### config.mk
export PLATFORM = sky130hd
export DESIGN_NAME = alu_arbiter
export DESIGN_NICKNAME = d
export VERILOG_FILES = /design/src/rtl/alu_pkg.sv /design/src/rtl/alu.sv /design/src/rtl/rr_arbiter.sv /design/src/rtl/alu_arbiter.sv
export SDC_FILE = /design/constraint.sdc
export NUM_CORES = 1
export LEC_CHECK = 0
export CAP_MARGIN = 20
export CORE_UTILIZATION = 30
export DETAILED_ROUTE_END_ITERATION = 10
export DONT_BUFFER_PORTS = 1
export PLACE_DENSITY = 0.4
export SLEW_MARGIN = 20
export SYNTH_ARGS = -nofsm -noshare
export SYNTH_HDL_FRONTEND = slang
export SYNTH_SLANG_ARGS = --single-unit
### constraint.sdc
create_clock -name clk -period 5.7 [get_ports clk]
set_clock_uncertainty 0.2 [all_clocks]
set_input_delay 0.57 -clock clk [delete_from_list [all_inputs] [get_ports clk]]
set_output_delay 0.57 -clock clk [all_outputs]
set_load 0.01 [all_outputs]
### src/rtl/alu_pkg.sv
// Shared types for the ALU and the request arbiter that fronts it.
package alu_pkg;

  localparam int unsigned ALU_OP_W = 4;

  typedef enum logic [ALU_OP_W-1:0] {
    ADD = 4'd0,
    SUB = 4'd1,
    AND = 4'd2,
    OR  = 4'd3,
    XOR = 4'd4,
    SLL = 4'd5,
    SRL = 4'd6,
    SRA = 4'd7
  } alu_op_e;

  typedef struct packed {
    logic carry;
    logic overflow;
    logic negative;
    logic zero;
  } alu_flags_t;

  typedef enum logic [1:0] {
    IDLE,
    EXEC,
    RESP
  } arb_state_e;

endpackage

### src/rtl/alu.sv
// Combinational ALU. Carry on SUB is the unsigned borrow (op1 < op2).
// Ops with bit 3 set are illegal: err=1, result and flags forced to zero.
module alu
  import alu_pkg::*;
#(
  parameter int unsigned XLEN = 32
) (
  input  logic [XLEN-1:0]     op1,
  input  logic [XLEN-1:0]     op2,
  input  logic [ALU_OP_W-1:0] op,
  output logic [XLEN-1:0]     result,
  output alu_flags_t          flags,
  output logic                err
);

  localparam int unsigned SH_W = $clog2(XLEN);

  logic [XLEN:0]   sum;
  logic [XLEN:0]   diff;
  logic [SH_W-1:0] shamt;

  assign sum   = {1'b0, op1} + {1'b0, op2};
  assign diff  = {1'b0, op1} - {1'b0, op2};
  assign shamt = op2[SH_W-1:0];

  always_comb begin
    result = '0;
    flags  = '0;
    err    = 1'b0;
    if (op[ALU_OP_W-1]) begin
      err = 1'b1;
    end else begin
      unique case (alu_op_e'(op))
        ADD: begin
          result         = sum[XLEN-1:0];
          flags.carry    = sum[XLEN];
          flags.overflow = (op1[XLEN-1] == op2[XLEN-1]) && (sum[XLEN-1] != op1[XLEN-1]);
        end
        SUB: begin
          result         = diff[XLEN-1:0];
          flags.carry    = diff[XLEN];
          flags.overflow = (op1[XLEN-1] != op2[XLEN-1]) && (diff[XLEN-1] != op1[XLEN-1]);
        end
        AND:     result = op1 & op2;
        OR:      result = op1 | op2;
        XOR:     result = op1 ^ op2;
        SLL:     result = op1 << shamt;
        SRL:     result = op1 >> shamt;
        SRA:     result = $unsigned($signed(op1) >>> shamt);
        default: err = 1'b1;
      endcase
      flags.negative = result[XLEN-1];
      flags.zero     = (result == '0);
    end
  end

endmodule

### src/rtl/rr_arbiter.sv
// Combinational round-robin picker: first valid request at or after rr_ptr wins.
module rr_arbiter #(
  parameter int unsigned NUM_REQ = 2,
  parameter int unsigned ID_W    = $clog2(NUM_REQ)
) (
  input  logic [NUM_REQ-1:0] req,
  input  logic [ID_W-1:0]    rr_ptr,
  input  logic               enable,
  output logic [NUM_REQ-1:0] grant,
  output logic [ID_W-1:0]    grant_idx
);

  always_comb begin
    int unsigned idx;
    logic        found;
    grant     = '0;
    grant_idx = '0;
    found     = 1'b0;
    idx       = 0;
    for (int unsigned i = 0; i < NUM_REQ; i++) begin
      idx = (32'(rr_ptr) + i) % NUM_REQ;
      if (enable && !found && req[idx]) begin
        found      = 1'b1;
        grant[idx] = 1'b1;
        grant_idx  = ID_W'(idx);
      end
    end
  end

endmodule

### src/rtl/alu_arbiter.sv
// Round-robin sharing of one ALU among NUM_REQ requesters via an IDLE/EXEC/RESP FSM.
// Optional counters stat_ops/stat_stall/stat_err exist when ALU_ARB_STATS_EN is defined.
module alu_arbiter
  import alu_pkg::*;
#(
  parameter int unsigned NUM_REQ = 2,
  parameter int unsigned XLEN    = 32,
  parameter int unsigned ID_W    = $clog2(NUM_REQ)
) (
  input  logic                         clk,
  input  logic                         rst,
  input  logic [NUM_REQ-1:0]           req_valid,
  output logic [NUM_REQ-1:0]           req_ready,
  input  logic [NUM_REQ*XLEN-1:0]      req_op1,
  input  logic [NUM_REQ*XLEN-1:0]      req_op2,
  input  logic [NUM_REQ*ALU_OP_W-1:0]  req_alu_op,
  output logic                         rsp_valid,
  input  logic                         rsp_ready,
  output logic [ID_W-1:0]              rsp_id,
  output logic [XLEN-1:0]              rsp_result,
  output logic [3:0]                   rsp_flags,
`ifdef ALU_ARB_STATS_EN
  output logic [31:0]                  stat_ops,
  output logic [31:0]                  stat_stall,
  output logic [15:0]                  stat_err,
`endif
  output logic                         rsp_err
);

  arb_state_e          state, state_next;
  logic [ID_W-1:0]     rr_ptr;
  logic [XLEN-1:0]     exe_op1, exe_op2;
  logic [ALU_OP_W-1:0] exe_op;
  logic [ID_W-1:0]     exe_id;

  logic                arb_en;
  logic                accept;
  logic [NUM_REQ-1:0]  grant;
  logic [ID_W-1:0]     grant_idx;
  logic [XLEN-1:0]     alu_result;
  alu_flags_t          alu_flags;
  logic                alu_err;

  // A new grant is possible from IDLE, or from RESP in the cycle the response drains.
  assign arb_en    = (state == IDLE) || ((state == RESP) && rsp_ready);
  assign req_ready = grant;
  assign accept    = |grant;

  rr_arbiter #(
    .NUM_REQ (NUM_REQ),
    .ID_W    (ID_W)
  ) u_rr_arbiter (
    .req       (req_valid),
    .rr_ptr    (rr_ptr),
    .enable    (arb_en),
    .grant     (grant),
    .grant_idx (grant_idx)
  );

  alu #(
    .XLEN (XLEN)
  ) u_alu (
    .op1    (exe_op1),
    .op2    (exe_op2),
    .op     (exe_op),
    .result (alu_result),
    .flags  (alu_flags),
    .err    (alu_err)
  );

  always_comb begin
    state_next = state;
    unique case (state)
      IDLE:    if (accept) state_next = EXEC;
      EXEC:    state_next = RESP;
      RESP:    if (rsp_ready) state_next = accept ? EXEC : IDLE;
      default: state_next = IDLE;
    endcase
  end

  always_ff @(posedge clk) begin
    if (rst) begin
      state      <= IDLE;
      rr_ptr     <= '0;
      exe_op1    <= '0;
      exe_op2    <= '0;
      exe_op     <= '0;
      exe_id     <= '0;
      rsp_valid  <= 1'b0;
      rsp_id     <= '0;
      rsp_result <= '0;
      rsp_flags  <= '0;
      rsp_err    <= 1'b0;
    end else begin
      state <= state_next;
      if (accept) begin
        rr_ptr  <= (grant_idx == ID_W'(NUM_REQ - 1)) ? '0 : grant_idx + 1'b1;
        exe_op1 <= req_op1[grant_idx*XLEN +: XLEN];
        exe_op2 <= req_op2[grant_idx*XLEN +: XLEN];
        exe_op  <= req_alu_op[grant_idx*ALU_OP_W +: ALU_OP_W];
        exe_id  <= grant_idx;
      end
      if (state == EXEC) begin
        rsp_valid  <= 1'b1;
        rsp_id     <= exe_id;
        rsp_result <= alu_result;
        rsp_flags  <= alu_flags;
        rsp_err    <= alu_err;
      end else if ((state == RESP) && rsp_ready) begin
        rsp_valid <= 1'b0;
      end
    end
  end

`ifdef ALU_ARB_STATS_EN
  always_ff @(posedge clk) begin
    if (rst) begin
      stat_ops   <= '0;
      stat_stall <= '0;
      stat_err   <= '0;
    end else begin
      if (rsp_valid && rsp_ready) stat_ops <= stat_ops + 32'd1;
      if (rsp_valid && !rsp_ready) stat_stall <= stat_stall + 32'd1;
      if (rsp_valid && rsp_ready && rsp_err) stat_err <= stat_err + 16'd1;
    end
  end
`endif

endmodule

* After elaboration in Yosys (flattened, before gate mapping)
Index checks and enable logic that the tools add are counted.
** Cells by class
- Add/subtract/negate cells :: 4
- $lt $le $gt $ge :: 4
- Equality and inequality tests :: 15
- Shifts and indexed selects :: 6
- Multiplexer cells :: 27
- Bitwise logic cells :: 4
- Reductions and logical operators :: 17
** Operators by type and width (number)
- 32-bit one-hot mux with 8 select lines :: 1
- 64-bit by 7-bit indexed part select with 32-bit output :: 2
- 32-bit 2-to-1 mux :: 2
- 32-bit by 32-bit adder with 33-bit output :: 1
- 32-bit by 32-bit subtractor with 33-bit output :: 1
- 32-bit AND :: 1
- 32-bit zero test :: 1
- 32-bit bitwise OR :: 1
- 32-bit by 5-bit left shift with 32-bit output :: 1
- 32-bit by 5-bit >> shifter with 32-bit output :: 1
- 32-bit by 5-bit >>> shifter with 32-bit output :: 1
- 32-bit bitwise XOR :: 1
- 4-bit by 3-bit == test with 1-bit output, second input constant :: 4
- 1-bit 2-to-1 mux :: 15
- 4-bit by 2-bit == test with 1-bit output, second input constant :: 2
- 1-bit logical AND :: 8
- 2-bit 2-to-1 mux :: 4
- 8-bit OR reduction :: 1
- 8-bit by 4-bit indexed part select with 4-bit output :: 1
- 2-bit one-hot mux with 3 select lines :: 1
- 4-bit by 1-bit == test with 1-bit output, second input constant :: 1
- 4-bit zero test :: 1
- 1-bit by 2-bit < comparator with 1-bit output, second input constant :: 2
- 4-bit 2-to-1 mux :: 1
- other kinds (16) :: 22
** Word-level totals
- Register bits :: 111
- Input port bits :: 141
- Output and inout port bits :: 41
- Word-level logic and storage cells :: 88

* Depth between registers and ports, before layout
Gate-level depths: netlist of the first run.
- Depth after elaboration :: 13
- Gate-level depth with buffers :: 18

* Cells and area by module
Synthesis of the first run repeated with hierarchy kept, for this count alone.
** Unflattened totals
- Cells, all modules :: 1897
- Area total of the unflattened synthesis :: 14541.4 µm²
** By module, submodules not included
- alu :: times used 1, cells each 1400, area an instance 9715.6 µm², sequential area each 0.0 µm²
- alu_arbiter :: times used 1, cells each 491, area an instance 4799.6 µm², sequential area each 2222.1 µm²
- rr_arbiter :: times used 1, cells each 6, area an instance 26.3 µm², sequential area each 0.0 µm²

* Worst setup path before layout of the first run
No wires, ideal clock.
- Path type :: register to register
- From :: reg exe_op2[3]
- To :: reg rsp_result[29]
- Library setup time :: 0.086 ns
- Arrival :: 4.399 ns
- Required time :: 5.414 ns
- Slack :: 1.016 ns
- Cell stages (with the launch flop) :: 16
- Path buffers :: 4
- Clock period less this slack :: 4.684 ns
- Path through :: dfxtp_1 clkbuf_1 inv_2 clkbuf_1 clkbuf_1 buf_1 ha_1 or4_1 a21oi_1 or3_1 o2111ai_1 a2111oi_0 o31ai_1 a2111oi_0 a21oi_1 a211oi_1
** On the way
- Cells in the longest elaborated chain, start to end :: 4
- Elaborated cells on any way between the ends :: 8
- Those cells by class :: add/sub (2); shift (3); mux (3)
** Ends and longest elaborated chain
- start: declaration :: line alu_arbiter.sv:32 : logic [XLEN-1:0] exe_op1, exe_op2;
- start signal: assignment :: line alu_arbiter.sv:99 : exe_op2 <= req_op2[grant_idx*XLEN +: XLEN];
- 32-bit by 32-bit subtractor with 33-bit output (tied with other cells) :: line alu.sv:23 : assign diff = {1'b0, op1} - {1'b0, op2};
- 32-bit one-hot mux with 8 select lines (*) :: line alu.sv:33 : unique case (alu_op_e'(op))
- 32-bit 2-to-1 mux (*) (2 in series) :: line alu.sv:30 : if (op[ALU_OP_W-1]) begin
- end signal: assignment :: line alu_arbiter.sv:106 : rsp_result <= alu_result;
- end: declaration :: line alu_arbiter.sv:20 : output logic [XLEN-1:0] rsp_result,
Every way passes the cells marked *; elsewhere a longest branch is shown, timed or not. The select of a mux whose other input is x is not followed.
A chain may end at the register's enable or synchronous reset.

* Final worst setup path of the first run
- From :: reg exe_op[2]
- To :: reg rsp_flags[0]
** On the way
- Cells in the longest elaborated chain, start to end :: 5
- Elaborated cells on any way between the ends :: 12
- Those cells by class :: eq/ne (7); mux (3); reduce/logical (2)
** Ends and longest elaborated chain
- start: declaration :: line alu_arbiter.sv:33 : logic [ALU_OP_W-1:0] exe_op;
- start signal: assignment :: line alu_arbiter.sv:100 : exe_op <= req_alu_op[grant_idx*ALU_OP_W +: ALU_OP_W];
- 4-bit by 3-bit == test with 1-bit output (tied with other cells) :: line alu.sv:33
- 32-bit one-hot mux with 8 select lines (*) :: line alu.sv:33
- 32-bit 2-to-1 mux (*) :: line alu.sv:30
- 32-bit zero test (*) :: line alu.sv:53 : flags.zero = (result == '0);
- 4-bit 2-to-1 mux (*) :: line alu.sv:30
- end signal: assignment :: line alu_arbiter.sv:107 : rsp_flags <= alu_flags;
- end: declaration :: line alu_arbiter.sv:21 : output logic [3:0] rsp_flags,
Marks and branches as above.

==> results of run 1 <==
## cells by family (layout without fill, tap and decap cells)
group,count (synthesis),after routing,share of synthesized area (%)
DFF,110,110,14.79
muxes,205,205,18.73
and+or+nand+nor,642,642,20.82
buffers and inverters,296,202,7.730
adders and majority gates,100,100,8.504
xor gates and xnor gates,10,10,0.5882
AOI/OAI and AO/OA,614,614,28.84
## routing by layer
layer | track usage (%) | up-vias | share of wire [%] | routed length, µm
li1 | - | 7253 | - | -
met1 | 44.01 | 8044 | 46 | 36570
met2 | 46.78 | 795 | 43 | 34710
met3 | 5.447 | 119 | 7.5 | 5994
met4 | 10.75 | 4 | 3.5 | 2764
met5 | 0 | - | 0.034 | 27
## placed cells by master (no fill, tap or decap), types with 25 or more instances in the layout
master    count
a211oi_1    111
a21oi_1     128
buf_4        67
dfxtp_1     105
ha_1         98
inv_1        97
mux2i_1     123
mux4_2       56
nand2_1     157
nand2b_1     25
nand3_1      37
nor2_1      215
nor3_1       61
o211ai_1     29
o21ai_0      69
## worst max path at each step
stage | endpoint | slack [ps] | cells after the start
after floorplan | rsp_result[29] | 1020 | 15
after global placement | rsp_result[29] | 1030 | 11
after detailed placement | rsp_result[29] | 950 | 11
after CTS | rsp_result[29] | 920 | 11
after global routing | rsp_result[29] | 410 | 11
final | rsp_flags[0] | 860 | 11
## sequential cells by signal, indices dropped and copies added (netlist names)
name and cells:
state 2, rsp_err 1, rr_ptr 1, exe_id 1, rsp_flags 4, rsp_id 1, exe_op 4, exe_op2 32
rsp_result 31, exe_op1 32, rsp_valid 1
## metrics by stage
step	area, µm²	cells	hold WS (ps)	power, µW
after global routing	15950	2547	15.15	4336
after global placement	15650	2531	260.4	3388
after detailed placement	15650	2531	259.0	3378
final	15950	2547	24.47	4125
after floorplan	14890	1977	232.3	2531
after CTS	15950	2547	9.510	4097
## power groups by stage
stage	registers [µW]	clock network [µW]	logic, µW
4_1_cts	991	725	2380
5_1_grt	1000	753	2580
6_report	991	699	2440
3_5_place_dp	1010	0	2370
3_3_place_gp	1010	0	2380
2_1_floorplan	938	0	1590
## layout make-up
| class | count | share of cell area, % |
|---|---|---|
| inverter | 115 | 2.707 |
| multi-input combinational | 1571 | 72.67 |
| timing repair buffer | 71 | 3.657 |
| clock buffer | 9 | 1.412 |
| sequential | 110 | 13.88 |
| tap | 664 | 5.210 |
| clock inverter | 7 | 0.4630 |
## worst max-delay path, cell delays in order (launching register included)
cell and delay, ps:
dfxtp_1 1100, nor2b_1 550, a21oi_1 280, o22a_1 180
o21ai_0 100, nor4_1 910, and4b_1 360, and4b_1 280
nand4_1 160, nor4b_2 430, nand4_1 130, nand2_1 80
==> impl_metrics.tcl, run 1 <==
set metrics [dict create \
    multiInputGateArea_um2 11590 \
    max_freq_ghz 0.2066 \
    synth-main-ff-cell "dfxtp_1" \
    clockBufferDepth 2 \
    switching_power_uw 2104 \
    viasPerCell 6.366 \
    routed-via-count 16215 \
    core-area_um2 48950 \
    pre_cts_ws_ps 946.5 \
    slew_headroom_pct 21.94 \
    die_y_um 224.8 \
    arrival_ps 5000 \
    hold_buffers 0 \
    netlist.top_cell.by_area "dfxtp_1" \
    critPathLaunch "exe_op[2]" \
    p_int_uw 2021 \
    period_needed_ps 4841 \
    tightest_slew_ps 1169 \
    path_clk_slew_ps 80 \
    r2r_cells 11 \
    synthTopCellsByArea "dfxtp_1, mux4_2, mux2i_1" \
    cts_setup_buffers 0 \
    cts_sinks 110 \
    hold_end "exe_op2[30]" \
    cp_max_fo 20 \
    switching_share_pct 51.01 \
    run_status "finished, final reports clean" \
    finalCritPeriodShare_pct 84.94 \
    utilization_pct 32.57 \
    antenna_found_initial 4 \
    ir_worst_vdd_mv 0.1427 \
    routed_wl_mm 80.07 \
    required_ps 5850 \
    avgSynthCellArea_um2 7.532 \
    fin_ws_ps 858.6 \
    diodes 0 \
    htreeDepth 3 \
    slew_violations 0 \
    place.gp.congestion 0.9925 \
    first_pass_iters 5 \
    wl_per_cell_um 31.44 \
    grt_pass1_vias 15113 \
    io_pins 182 \
    yosysWarnings 0 \
    grt-ovfl-total 0 \
    postSynthCellCount 1977 \
    critPathLaunchType "flop" \
    grt_max_degree 107 \
    powerDensity_nw_per_um2 258.7 \
    drtIter0Drc 1818 \
    synth_most_common_cell "nor2_1" \
    fin_nets 2119 \
    synth_commonest_cells "nor2_1, nand2_1, clkbuf_1, a21oi_1, mux2i_1" \
    p_leak_uw 0.005754 \
    synth_top_area_share_pct 14.79 \
    fin_setup_tns_ps 0 \
    endpoint_kind "flop" \
    hold_class "in2reg" \
    synth_nets 2218 \
    reg2reg_slack_ps 860 \
    hold_violations 0 \
    regToRegStartpoint "exe_op[2]" \
    fillerInstances 5330 \
    path_class "reg2reg" \
    max_cap_viol_count 0 \
    register_area_um2 2213 \
    power.combinational.fraction_pct 59.0 \
    tritoncts "yes" \
    hp-start "rst" \
    synth_edf_count 0 \
    die_x_um 224.8 \
    start_util_pct 30.42 \
    r2r-end "rsp_flags[0]" \
    rows 81 \
    grt_pass1_wl_mm 112.5 \
    ant_nets 0 \
    netlist_area_um2 14890 \
    drc 0 \
    synth.distinct_cells 95 \
    pwr-share-clk_pct 16.9 \
    clock_latency_ps 420 \
    dpl.hpwl_mm 62.95 \
    drive_above_1_share_pct 10.83 \
    clock-root-buffer "clkbuf_16" \
    port_buffers 0 \
    track_usage_pct 31.03 \
    hold_path_depth 1 \
    seqPwrFrac_pct 24.0 \
    dieArea_um2 50530 \
    cts_resized 0 \
    ys_ff_latch 110 \
    rsz0062_at_grt "no" \
    syn_to_final_growth_pct 7.083 \
    async_flop_share_pct 0 \
    cts_buffers 9 \
    synth.yosys.seq_area_share_pct 14.79 \
    setup_violations 0 \
]
Note: power is estimated with default switching activity, not from simulation.
==> run 2: changes to the inputs <==
PLACE_DENSITY = 0.41   (was 0.4)
clock period = 4 ns   (was 5.7 ns; I/O delays follow)
==> run 2 against run 1 <==
Compared with the run above: wire length increased by 7.8%; worst setup slack got worse by 920 ps; maximum frequency increased by 19%; critical path depth increased by 2; cell count increased by 15%; die area unchanged; highest routed layer unchanged; count of clock-buffer cells in the layout increased by 3; the flow now finishes with violations (negative setup slack); register-to-register slack got worse by 920 ps; hold slack got worse by 11 ps.
==> impl_metrics.tcl, run 2 (synthesis gave the netlist of run 1 again) <==
set metrics [dict create \
    run_status "complete, but fails checks" \
    violations "negative setup slack" \
    placed_area_um2 17880 \
    port_buffers 0 \
    max_cap_viol_count 0 \
    routed_wl_mm 86.35 \
    slew_headroom_pct 31.05 \
    rsz0062_at_grt "yes" \
    layout.cells.non_filler 2918 \
    drtIter0Drc 1666 \
    antenna_found_initial 1 \
    track_usage_pct 33.70 \
    slew_violations 0 \
    path_clk_slew_ps 80 \
    hold_class "in2reg" \
    p_total_uw 6958 \
    ir_worst_vdd_mv 0.2034 \
    grt_pass1_vias 16964 \
    p_leak_uw 0.007640 \
    tightest_slew_ps 1032 \
    grt-ovfl-total 0 \
    period_needed_ps 4059 \
    rows 81 \
    critPathLaunchType "flop" \
    grt_pass1_wl_mm 121.9 \
    mostFrequentLayoutCell "buf_4" \
    final_cell_area_um2 19380 \
    die_x_um 224.8 \
    clock_latency_ps 410 \
    dp_cells 2816 \
    clock-root-buffer "clkbuf_16" \
    viasPerCell 6.025 \
    fin_nets 2488 \
    dpl.hpwl_mm 69.70 \
    layout_common_cells "buf_4, nor2_1, nand2_1" \
    path_class "reg2reg" \
    pre_cts_ws_ps -179.8 \
    syn_to_final_growth_pct 30.15 \
    endpoint_kind "flop" \
    die_y_um 224.8 \
    dieArea_um2 50530 \
    finalCritPeriodShare_pct 101.5 \
    wl_per_cell_um 29.59 \
    htreeDepth 3 \
    setup_violations 1 \
    drc 0 \
    first_pass_iters 6 \
    tritoncts "yes" \
    grt_max_degree 117 \
    cp_max_fo 25 \
    start_util_pct 30.42 \
    drive_above_1_share_pct 24.69 \
    core-area_um2 48950 \
    cts_buffers 9 \
    whs_ps 13.36 \
    max_freq_ghz 0.2463 \
    required_ps 4150 \
    clockBufferDepth 2 \
    cts_sinks 110 \
    arrival_ps 4210 \
    hold_violations 0 \
    ant_nets 0 \
    place.gp.congestion 0.9959 \
    top_regs "exe_op1: 32 flops, exe_op2: 32 flops, rsp_result: 31 flops" \
    powerDensity_nw_per_um2 359.0 \
    io_pins 182 \
    routed-via-count 17580 \
    fin_ws_ps -59.43 \
]
## run 2: routing by layer
| metal | global-route usage, % | wire, µm |
|---|---|---|
| met1 | 46.33 | 38940 |
| met5 | 0 | 11 |
| met3 | 5.395 | 5768 |
| met2 | 52.78 | 38440 |
| met4 | 12.27 | 3198 |
## run 2: what timing repair did
action	4_1_cts	5_1_grt
pin swaps	8	13
endpoints found under the hold margin	103	0
setup buffers	2	16
resized for setup	25	38
setup endpoints to repair	4	6
hold buffers	64	0
cloned	1	1
## run 2: final timing paths
path,start,endpoint,slack [ps],cells past startpoint
setup reg to reg,exe_op2[0],rsp_flags[0],-60,13
hold reg to reg,exe_id,rsp_id,270,2
hold / removal,req_op1[62],exe_op1[30],10,2
setup / recovery,exe_op2[0],rsp_flags[0],-60,13
## run 2: metrics by stage
step / utilization, % / setup TNS, ps
after global routing: 39.58 / -163.5
after floorplan: - / -25.13
after detailed placement: 36.54 / -211.7
after global placement: 36.54 / -280.6
final: 39.59 / -59.43
after CTS: 38.94 / -3.929
## run 2: worst max-delay path, cell delays in order (launching register included)
cell       delay, ps
dfxtp_4          390
buf_12           180
inv_2            200
buf_4            320
mux2i_1          420
or3_1            200
a41o_1           210
a21oi_1          150
a2111oi_0        760
o21a_1           290
o211ai_1         160
nor4b_4          310
nand4_1          120
nand2_1           70
## run 2: cell type report
cell class              instances  area [µm²]
fillers                      5214       29570
multi-input cells            1571       11830
repair buffers                440        3702
flip-flops and latches        110        2226
well taps                     664       830.8
inverters                     115       431.7
clock buffers                  12       277.8
clock inverters                 4       73.82
diodes                          2       5.005
## run 2: report_power, final
group	switching, µW	total (µW)	internal [µW]
Combinational	2630	4480	1850
Sequential	149	1360	1210
Clock	490	1110	622
Total	3270	6960	3690
